$ cat config.mk
export PLATFORM = sky130hd
export DESIGN_NAME = semaforo_driver_flat
export DESIGN_NICKNAME = d
export VERILOG_FILES = /design/src/rtl/semaforo_driver_pkg.sv /design/src/rtl/semaforo_driver_if.sv /design/src/rtl/semaforo_driver_blink_timer.sv /design/src/rtl/semaforo_driver.sv /design/src/flat_wrapper.sv
export SDC_FILE = /design/constraint.sdc
export NUM_CORES = 1
export LEC_CHECK = 0
export BUFFER_PORTS_ARGS = -buffer_cell sky130_fd_sc_hd__buf_2
export CORE_UTILIZATION = 56
export DETAILED_ROUTE_END_ITERATION = 10
export GPL_TIMING_DRIVEN = 0
export PLACE_DENSITY = 0.81
export SKIP_LAST_GASP = 1
export SLEW_MARGIN = 20
export SYNTH_ARGS = -nofsm -noshare
export SYNTH_HDL_FRONTEND = slang
export SYNTH_SLANG_ARGS = --single-unit
$ cat constraint.sdc
create_clock -name CLK -period 2.1 [get_ports CLK]
set_clock_uncertainty 0.1 [all_clocks]
set_input_delay 0.105 -clock CLK [delete_from_list [all_inputs] [get_ports CLK]]
set_output_delay 0.105 -clock CLK [all_outputs]
set_load 0.05 [all_outputs]
$ cat src/rtl/semaforo_driver_pkg.sv
// Shared types for the signal-head lamp driver: aspect states and {r,y,g} lamp vectors.
package semaforo_driver_pkg;

    typedef enum logic [2:0] {
        ST_RED    = 3'd0,
        ST_GREEN  = 3'd1,
        ST_YELLOW = 3'd2,
        ST_BLINK  = 3'd3,
        ST_FLASH  = 3'd4
    } state_t;

    typedef struct packed {
        logic r;
        logic y;
        logic g;
    } lamp_t;

    localparam lamp_t LAMP_RED    = lamp_t'(3'b100);
    localparam lamp_t LAMP_YELLOW = lamp_t'(3'b010);
    localparam lamp_t LAMP_GREEN  = lamp_t'(3'b001);
    localparam lamp_t LAMP_OFF    = lamp_t'(3'b000);

    // Pedestrian clearance: only the green lamp is ever lit.
    function automatic lamp_t blink_lamp(input logic green_on);
        lamp_t l;
        l   = LAMP_OFF;
        l.g = green_on;
        return l;
    endfunction

endpackage

$ cat src/rtl/semaforo_driver_if.sv
// Handshake between the intersection sequencing FSM (master) and one lamp driver (slave).
interface semaforo_driver_if;
    logic enable_general;
    logic change;
    logic load;
    logic set_value;
    logic lamp_red;
    logic lamp_yellow;
    logic lamp_green;
    logic red_check;
    logic busy;

    modport master (
        output enable_general, change, load, set_value,
        input  lamp_red, lamp_yellow, lamp_green, red_check, busy
    );

    modport slave (
        input  enable_general, change, load, set_value,
        output lamp_red, lamp_yellow, lamp_green, red_check, busy
    );
endinterface

$ cat src/rtl/semaforo_driver_blink_timer.sv
// Half-period timer: counts HALF_CYCLES clocks and flags the last one with a one-cycle tick.
module blink_timer #(
    parameter int unsigned HALF_CYCLES = 2500
) (
    input  logic CLK,
    input  logic reset_general,
    input  logic clr,
    input  logic en,
    output logic tick_c
);
    localparam int unsigned CNT_W = (HALF_CYCLES > 1) ? $clog2(HALF_CYCLES) : 1;

    logic [CNT_W-1:0] cnt_q;

    assign tick_c = en && !clr && (cnt_q == CNT_W'(HALF_CYCLES - 1));

    always_ff @(posedge CLK) begin
        if (reset_general) begin
            cnt_q <= '0;
        end else if (clr) begin
            cnt_q <= '0;
        end else if (en) begin
            cnt_q <= tick_c ? '0 : cnt_q + CNT_W'(1);
        end
    end
endmodule

$ cat src/rtl/semaforo_driver.sv
// Lamp driver for one vehicle or pedestrian signal head.
// Optional SEMAFORO_FLASH_EN: out-of-service flashing instead of steady red.
module semaforo_driver
    import semaforo_driver_pkg::*;
#(
    parameter int unsigned PEATON            = 0,
    parameter int unsigned BLINK_HALF_CYCLES = 2500,
    parameter int unsigned BLINK_PHASES      = 6
) (
    input  logic               CLK,
    input  logic               reset_general,
    semaforo_driver_if.slave   bus
);
    localparam int unsigned PH_W = $clog2(BLINK_PHASES + 1);

    state_t          state_q, state_n;
    logic [PH_W-1:0] phase_q, phase_n;
    logic            change_q, change_n;
    lamp_t           lamp_q, lamp_n;
    logic            red_check_q, busy_q;
    logic            adv_c, tmr_clr_c, tmr_en_c, tick_c;
`ifdef SEMAFORO_FLASH_EN
    logic            flash_q, flash_n;
`endif

    assign adv_c = bus.change && !change_q;

    // Timer control kept apart from next-state logic so tick_c never feeds back into itself.
    always_comb begin
        tmr_en_c  = 1'b1;
        tmr_clr_c = (state_q != ST_BLINK);
        if (!bus.enable_general) begin
`ifdef SEMAFORO_FLASH_EN
            tmr_clr_c = (state_q != ST_FLASH);
`else
            tmr_en_c  = 1'b0;
            tmr_clr_c = 1'b0;
`endif
        end else if (bus.load) begin
            tmr_clr_c = 1'b1;
        end
    end

    blink_timer #(
        .HALF_CYCLES (BLINK_HALF_CYCLES)
    ) u_blink_timer (
        .CLK           (CLK),
        .reset_general (reset_general),
        .clr           (tmr_clr_c),
        .en            (tmr_en_c),
        .tick_c        (tick_c)
    );

    // Next state and next lamp image; outputs are registered from these.
    always_comb begin
        state_n  = state_q;
        phase_n  = phase_q;
        change_n = bus.change;
        lamp_n   = LAMP_RED;
`ifdef SEMAFORO_FLASH_EN
        flash_n  = flash_q;
`endif

        if (!bus.enable_general) begin
`ifdef SEMAFORO_FLASH_EN
            state_n = ST_FLASH;
            phase_n = '0;
            flash_n = (state_q != ST_FLASH) ? 1'b1 : (flash_q ^ tick_c);
`else
            change_n = change_q;
`endif
        end else if (bus.load) begin
            state_n = bus.set_value ? ST_RED : ST_GREEN;
            phase_n = '0;
        end else begin
            case (state_q)
                ST_RED:    if (adv_c) state_n = ST_GREEN;
                ST_GREEN: begin
                    if (adv_c) begin
                        state_n = (PEATON != 0) ? ST_BLINK : ST_YELLOW;
                        phase_n = '0;
                    end
                end
                ST_YELLOW: if (adv_c) state_n = ST_RED;
                ST_BLINK: begin
                    if (tick_c) begin
                        if (phase_q == PH_W'(BLINK_PHASES - 1)) begin
                            state_n = ST_RED;
                            phase_n = '0;
                        end else begin
                            phase_n = phase_q + PH_W'(1);
                        end
                    end
                end
                default: begin
                    state_n = ST_RED;
                    phase_n = '0;
                end
            endcase
        end

        case (state_n)
            ST_RED:    lamp_n = LAMP_RED;
            ST_GREEN:  lamp_n = LAMP_GREEN;
            ST_YELLOW: lamp_n = (PEATON != 0) ? LAMP_OFF : LAMP_YELLOW;
            ST_BLINK:  lamp_n = blink_lamp(phase_n[0]);
`ifdef SEMAFORO_FLASH_EN
            ST_FLASH: begin
                lamp_n   = LAMP_OFF;
                lamp_n.y = (PEATON == 0) && flash_n;
            end
`endif
            default:   lamp_n = LAMP_RED;
        endcase

`ifndef SEMAFORO_FLASH_EN
        if (!bus.enable_general) lamp_n = LAMP_RED;
`endif
    end

    always_ff @(posedge CLK) begin
        if (reset_general) begin
            state_q     <= ST_RED;
            phase_q     <= '0;
            change_q    <= 1'b0;
            lamp_q      <= LAMP_RED;
            red_check_q <= 1'b1;
            busy_q      <= 1'b0;
`ifdef SEMAFORO_FLASH_EN
            flash_q     <= 1'b0;
`endif
        end else begin
            state_q     <= state_n;
            phase_q     <= phase_n;
            change_q    <= change_n;
            lamp_q      <= lamp_n;
            red_check_q <= (state_n == ST_RED) && bus.enable_general;
            busy_q      <= (state_n == ST_BLINK);
`ifdef SEMAFORO_FLASH_EN
            flash_q     <= flash_n;
`endif
        end
    end

    assign bus.lamp_red    = lamp_q.r;
    assign bus.lamp_yellow = lamp_q.y;
    assign bus.lamp_green  = lamp_q.g;
    assign bus.red_check   = red_check_q;
    assign bus.busy        = busy_q;

endmodule

$ cat src/flat_wrapper.sv
// flat-port wrapper written by rule: the top's interface ports become plain ports
module semaforo_driver_flat import semaforo_driver_pkg::*;
#(
    parameter int unsigned PEATON            = 0,
    parameter int unsigned BLINK_HALF_CYCLES = 2500,
    parameter int unsigned BLINK_PHASES      = 6
)
  (CLK, reset_general, bus_enable_general, bus_change, bus_load, bus_set_value, bus_lamp_red, bus_lamp_yellow, bus_lamp_green, bus_red_check, bus_busy);
  semaforo_driver_if bus_i ();
  input  logic CLK;
  input  logic reset_general;
  input wire logic [$bits(bus_i.enable_general)-1:0] bus_enable_general;
  input wire logic [$bits(bus_i.change)-1:0] bus_change;
  input wire logic [$bits(bus_i.load)-1:0] bus_load;
  input wire logic [$bits(bus_i.set_value)-1:0] bus_set_value;
  output wire logic [$bits(bus_i.lamp_red)-1:0] bus_lamp_red;
  output wire logic [$bits(bus_i.lamp_yellow)-1:0] bus_lamp_yellow;
  output wire logic [$bits(bus_i.lamp_green)-1:0] bus_lamp_green;
  output wire logic [$bits(bus_i.red_check)-1:0] bus_red_check;
  output wire logic [$bits(bus_i.busy)-1:0] bus_busy;
  assign bus_i.enable_general = bus_enable_general;
  assign bus_i.change = bus_change;
  assign bus_i.load = bus_load;
  assign bus_i.set_value = bus_set_value;
  assign bus_lamp_red = bus_i.lamp_red;
  assign bus_lamp_yellow = bus_i.lamp_yellow;
  assign bus_lamp_green = bus_i.lamp_green;
  assign bus_red_check = bus_i.red_check;
  assign bus_busy = bus_i.busy;
  semaforo_driver #(.PEATON(PEATON), .BLINK_HALF_CYCLES(BLINK_HALF_CYCLES), .BLINK_PHASES(BLINK_PHASES)) u_core (.CLK(CLK), .reset_general(reset_general), .bus(bus_i));
endmodule
==> flow_metrics.env <==
export IMPL_gate_count_post_synth=126
export IMPL_min_delay_worst_endpoint="u_core.u_blink_timer.cnt_q[2]"
export IMPL_drt_drc_violations_left=0
export IMPL_placementRows=16
export IMPL_timing_critical_path_to_type="register"
export IMPL_grt_pass1_vias=788
export IMPL_syn_area_per_cell_um2=9.11
export IMPL_setup_violations=0
export IMPL_syn_area_mm2=0.00115
export IMPL_drt_antenna_violating_nets=0
export IMPL_ctsLongestPathBuffers=2
export IMPL_regToRegEndpoint="u_core.bus.busy"
export IMPL_ir_worst_vdd_v=0.000604
export IMPL_critical_path_peak_fanout=9
export IMPL_r2r_setup_slack_ns=0.19
export IMPL_layout_drive_gt1_share_pct=19.0
export IMPL_route_vias_total=953
export IMPL_tritoncts="done"
export IMPL_design_die_area_mm2=0.00223
export IMPL_cts_buffers_inserted=3
export IMPL_worstSetupStartpointType="register"
export IMPL_grt_remaining_overflow=0
export IMPL_worst_setup_path_type="reg2reg"
export IMPL_synth_async_reset_ratio_pct=0
export IMPL_timing_critical_path_buf_inv=1
export IMPL_port_buffers=10
export IMPL_total_wirelength_um=2130
export IMPL_yosys_cell_count_top_type="sky130_fd_sc_hd__dfxtp_1"
export IMPL_largest_family_of_logic_cells_by_synthesized_area="simple AND/OR/NAND/NOR gates"
export IMPL_postSynth_topFlopCell="sky130_fd_sc_hd__dfxtp_1"
export IMPL_drt_first_pass_iters=4
export IMPL_synth_commonest_cells="sky130_fd_sc_hd__dfxtp_1, sky130_fd_sc_hd__nor2_1, sky130_fd_sc_hd__nand2_1"
export IMPL_dr_first_iter_drc_count=18
export IMPL_clk_latency_ns=0.31
export IMPL_finalHoldViolations=0
export IMPL_grt_use_total_pct=21.2
export IMPL_grt_start_max_net_pins=14
export IMPL_pre_cts_ws_ns=0.207
export IMPL_setup_tns_ns=0
export IMPL_clock_tree_root_cell="sky130_fd_sc_hd__clkbuf_4"
export IMPL_synth_ff_latch_count=24
export IMPL_worst_hold_startpoint="bus_enable_general"
export IMPL_routed_via_density=5.64
export IMPL_worstHoldPathCells=4
export IMPL_cts_sinks=24
export IMPL_initial_core_util_pct=59.1
export IMPL_outcome="completed"
export IMPL_post_route_worst_setup_slack_ns=0.191
export IMPL_floorplan_die_width_um=47.3
export IMPL_max_slew_worst_pin_slew_ns=0.466
export IMPL_p_leak_uw=0.000494
export IMPL_core_region_area_mm2=0.00194
export IMPL_area_share_of_the_largest_cell_type_after_synthesis_pct=41.9
export IMPL_pwr_density_cell_mw_per_mm2=613
export IMPL_grt_antenna_before_repair=0
export IMPL_max_cap_violations=0
export IMPL_netlist_top_cells_area="sky130_fd_sc_hd__dfxtp_1, sky130_fd_sc_hd__nor2_1, sky130_fd_sc_hd__xor2_1, sky130_fd_sc_hd__nand2_1, sky130_fd_sc_hd__xnor2_1"
export IMPL_rsz0062_at_grt="false"
export IMPL_post_synthesis_compound_gate_area_fraction_pct=14.5
export IMPL_detailed_place_hpwl_um=1550
export IMPL_hold_class="in2reg"
export IMPL_number_of_enable_flip_flop_cells_after_synthesis=0
export IMPL_timing_critical_path_slowest_cell_delay_ns=0.36
export IMPL_top_level_ports=11
export IMPL_flow_area_growth_from_synthesis_pct=12.2
export IMPL_yosysWarningCount=0
export IMPL_simple_gate_area_share_of_the_yosys_netlist_pct=29.6
export IMPL_synth_mux_area_share_pct=0.872
export IMPL_clock_fmax_mhz=524
export IMPL_cts_setup_buffers=0
export IMPL_mappedNetlistNets=133
export IMPL_timing_final_crit_share_pct=90.9
export IMPL_critical_path_cell_chain="ha_1 > nand2_1 > and4b_1 > buf_6 > a211o_2 > a21boi_0 > nor4_1"
export IMPL_routedWlPerCell_um=12.6
export IMPL_synth_xor_area_share_pct=8.40
export IMPL_cpLargestDelayFamily="simple AND/OR/NAND/NOR gates"
export IMPL_r2r_start="u_core.u_blink_timer.cnt_q[0]"
export IMPL_final_net_count=150
export IMPL_timing_max_transition_violations_final=0
export IMPL_cp_required_ns=2.24
export IMPL_cts_max_level=1
export IMPL_yosysUniqueCellTypes=42
export IMPL_diodes_inserted=0
export IMPL_yosysTopAreaCell="sky130_fd_sc_hd__dfxtp_1"
export IMPL_place_gp_congestion=0.861
export IMPL_post_synth_fa_ha_maj_area_fraction_pct=1.09
export IMPL_die_h_um=47.3
export IMPL_synth_yosys_seq_area_share_pct=41.9
export IMPL_clkTransAtPathRegs_ns=0.13
export IMPL_slew_headroom_pct=69.0
export IMPL_reg2reg_depth=7
export IMPL_timing_final_crit_period_ns=1.91
export IMPL_cts_repair_resized=0
export IMPL_critical_path_slowest_cell="sky130_fd_sc_hd__dfxtp_1"
export IMPL_timing_critical_path_arrival_ns=2.05
export IMPL_first_pass_grt_wire_length_um=3330
[tightest hold or removal path, cell delays in order]
cell and delay [ns]:
sky130_fd_sc_hd__buf_2 0.11, sky130_fd_sc_hd__nand2_1 0.07, sky130_fd_sc_hd__xor2_1 0.06, sky130_fd_sc_hd__nor2_1 0.07
[per-layer routing]
layer	vias to the layer above	wire length [µm]	GRT usage, %	share of wire, %
met5	-	0	0	0
met3	5	66	3.46	3.1
met4	0	31	9.14	1.5
li1	478	-	-	-
met2	17	978	31.8	46
met1	453	1050	30.0	49
[logic make-up after synthesis]
family | Yosys count
XOR/XNOR | 11
adder cells (fa/ha/maj) | 1
flip-flops | 24
AND/OR/NAND/NOR | 59
buffers and inverters | 9
multiplexers | 1
AO/OA/AOI/OAI | 21
[metrics by stage]
step / hold slack [ns] / utilization, % / area, µm² / cells / power [µW]
2_1_floorplan: 0.0832 / - / 1150 / 126 / 532
3_3_place_gp: 0.229 / 63.4 / 1230 / 163 / 551
3_5_place_dp: 0.236 / 63.4 / 1230 / 163 / 553
4_1_cts: 0.0312 / 66.3 / 1290 / 169 / 794
5_1_grt: 0.0663 / 66.3 / 1290 / 169 / 816
6_report: 0.0341 / 66.3 / 1290 / 169 / 789
[power breakdown]
| group | switching [µW] | total, µW | internal, µW |
|---|---|---|---|
| clock | 137 | 243 | 106 |
| sequential | 5.43 | 468 | 462 |
| combinational | 50.9 | 78.6 | 27.7 |
| total | 193 | 789 | 596 |
[cell usage in the layout (no fill, tap or decap), types with 2 or more instances in the layout]
master,count
sky130_fd_sc_hd__nor2_1,22
sky130_fd_sc_hd__nand2b_1,2
sky130_fd_sc_hd__o21ai_0,2
sky130_fd_sc_hd__nand2_1,11
sky130_fd_sc_hd__dfxtp_1,24
sky130_fd_sc_hd__nor4_1,2
sky130_fd_sc_hd__clkbuf_1,2
sky130_fd_sc_hd__nor3_1,2
sky130_fd_sc_hd__a311oi_1,2
sky130_fd_sc_hd__nand3_1,3
sky130_fd_sc_hd__a211o_2,2
sky130_fd_sc_hd__dlygate4sd3_1,2
sky130_fd_sc_hd__clkbuf_4,3
sky130_fd_sc_hd__a41oi_1,2
sky130_fd_sc_hd__buf_2,11
sky130_fd_sc_hd__inv_1,4
sky130_fd_sc_hd__nand4_1,2
sky130_fd_sc_hd__a211o_1,2
sky130_fd_sc_hd__xnor2_1,4
sky130_fd_sc_hd__nor2b_1,3
sky130_fd_sc_hd__a21oi_1,4
sky130_fd_sc_hd__xor2_1,7
sky130_fd_sc_hd__and4bb_2,2
[flip-flops by register name, indices dropped and copies added (netlist names)]
name	flops
u_core.u_blink_timer.cnt_q	12
u_core.phase_q	3
u_core.state_q	3
u_core.bus.busy	1
u_core.bus.lamp_green	1
u_core.bus.lamp_red	1
u_core.bus.lamp_yellow	1
u_core.bus.red_check	1
u_core.change_q	1
[cell type report]
| class | count | area, µm² |
|---|---|---|
| tap | 27 | 33.8 |
| multi-input combinational | 93 | 624 |
| inverter | 4 | 15.0 |
| timing repair buffer | 12 | 70.1 |
| clock buffer | 4 | 36.3 |
| fill | 185 | 654 |
| sequential | 24 | 480 |
| buffer | 5 | 27.5 |
[repair_timing]
item,in CTS,in global routing
hold buffers,2,0
endpoints found under the setup margin,0,0
endpoints found under the hold margin,2,0
[how the worst max path moves through the flow]
| stage | startpoint | endpoint | cells past startpoint |
|---|---|---|---|
| after global placement | u_core.u_blink_timer.cnt_q[0] | u_core.bus.busy | 7 |
| final | u_core.u_blink_timer.cnt_q[0] | u_core.bus.busy | 7 |
| after CTS | u_core.u_blink_timer.cnt_q[0] | u_core.bus.busy | 7 |
| after floorplan | u_core.u_blink_timer.cnt_q[0] | u_core.bus.busy | 7 |
| after global routing | u_core.u_blink_timer.cnt_q[0] | u_core.bus.busy | 7 |
| after detailed placement | u_core.u_blink_timer.cnt_q[0] | u_core.bus.busy | 7 |
No activity file was read; power rests on OpenSTA's default activity.
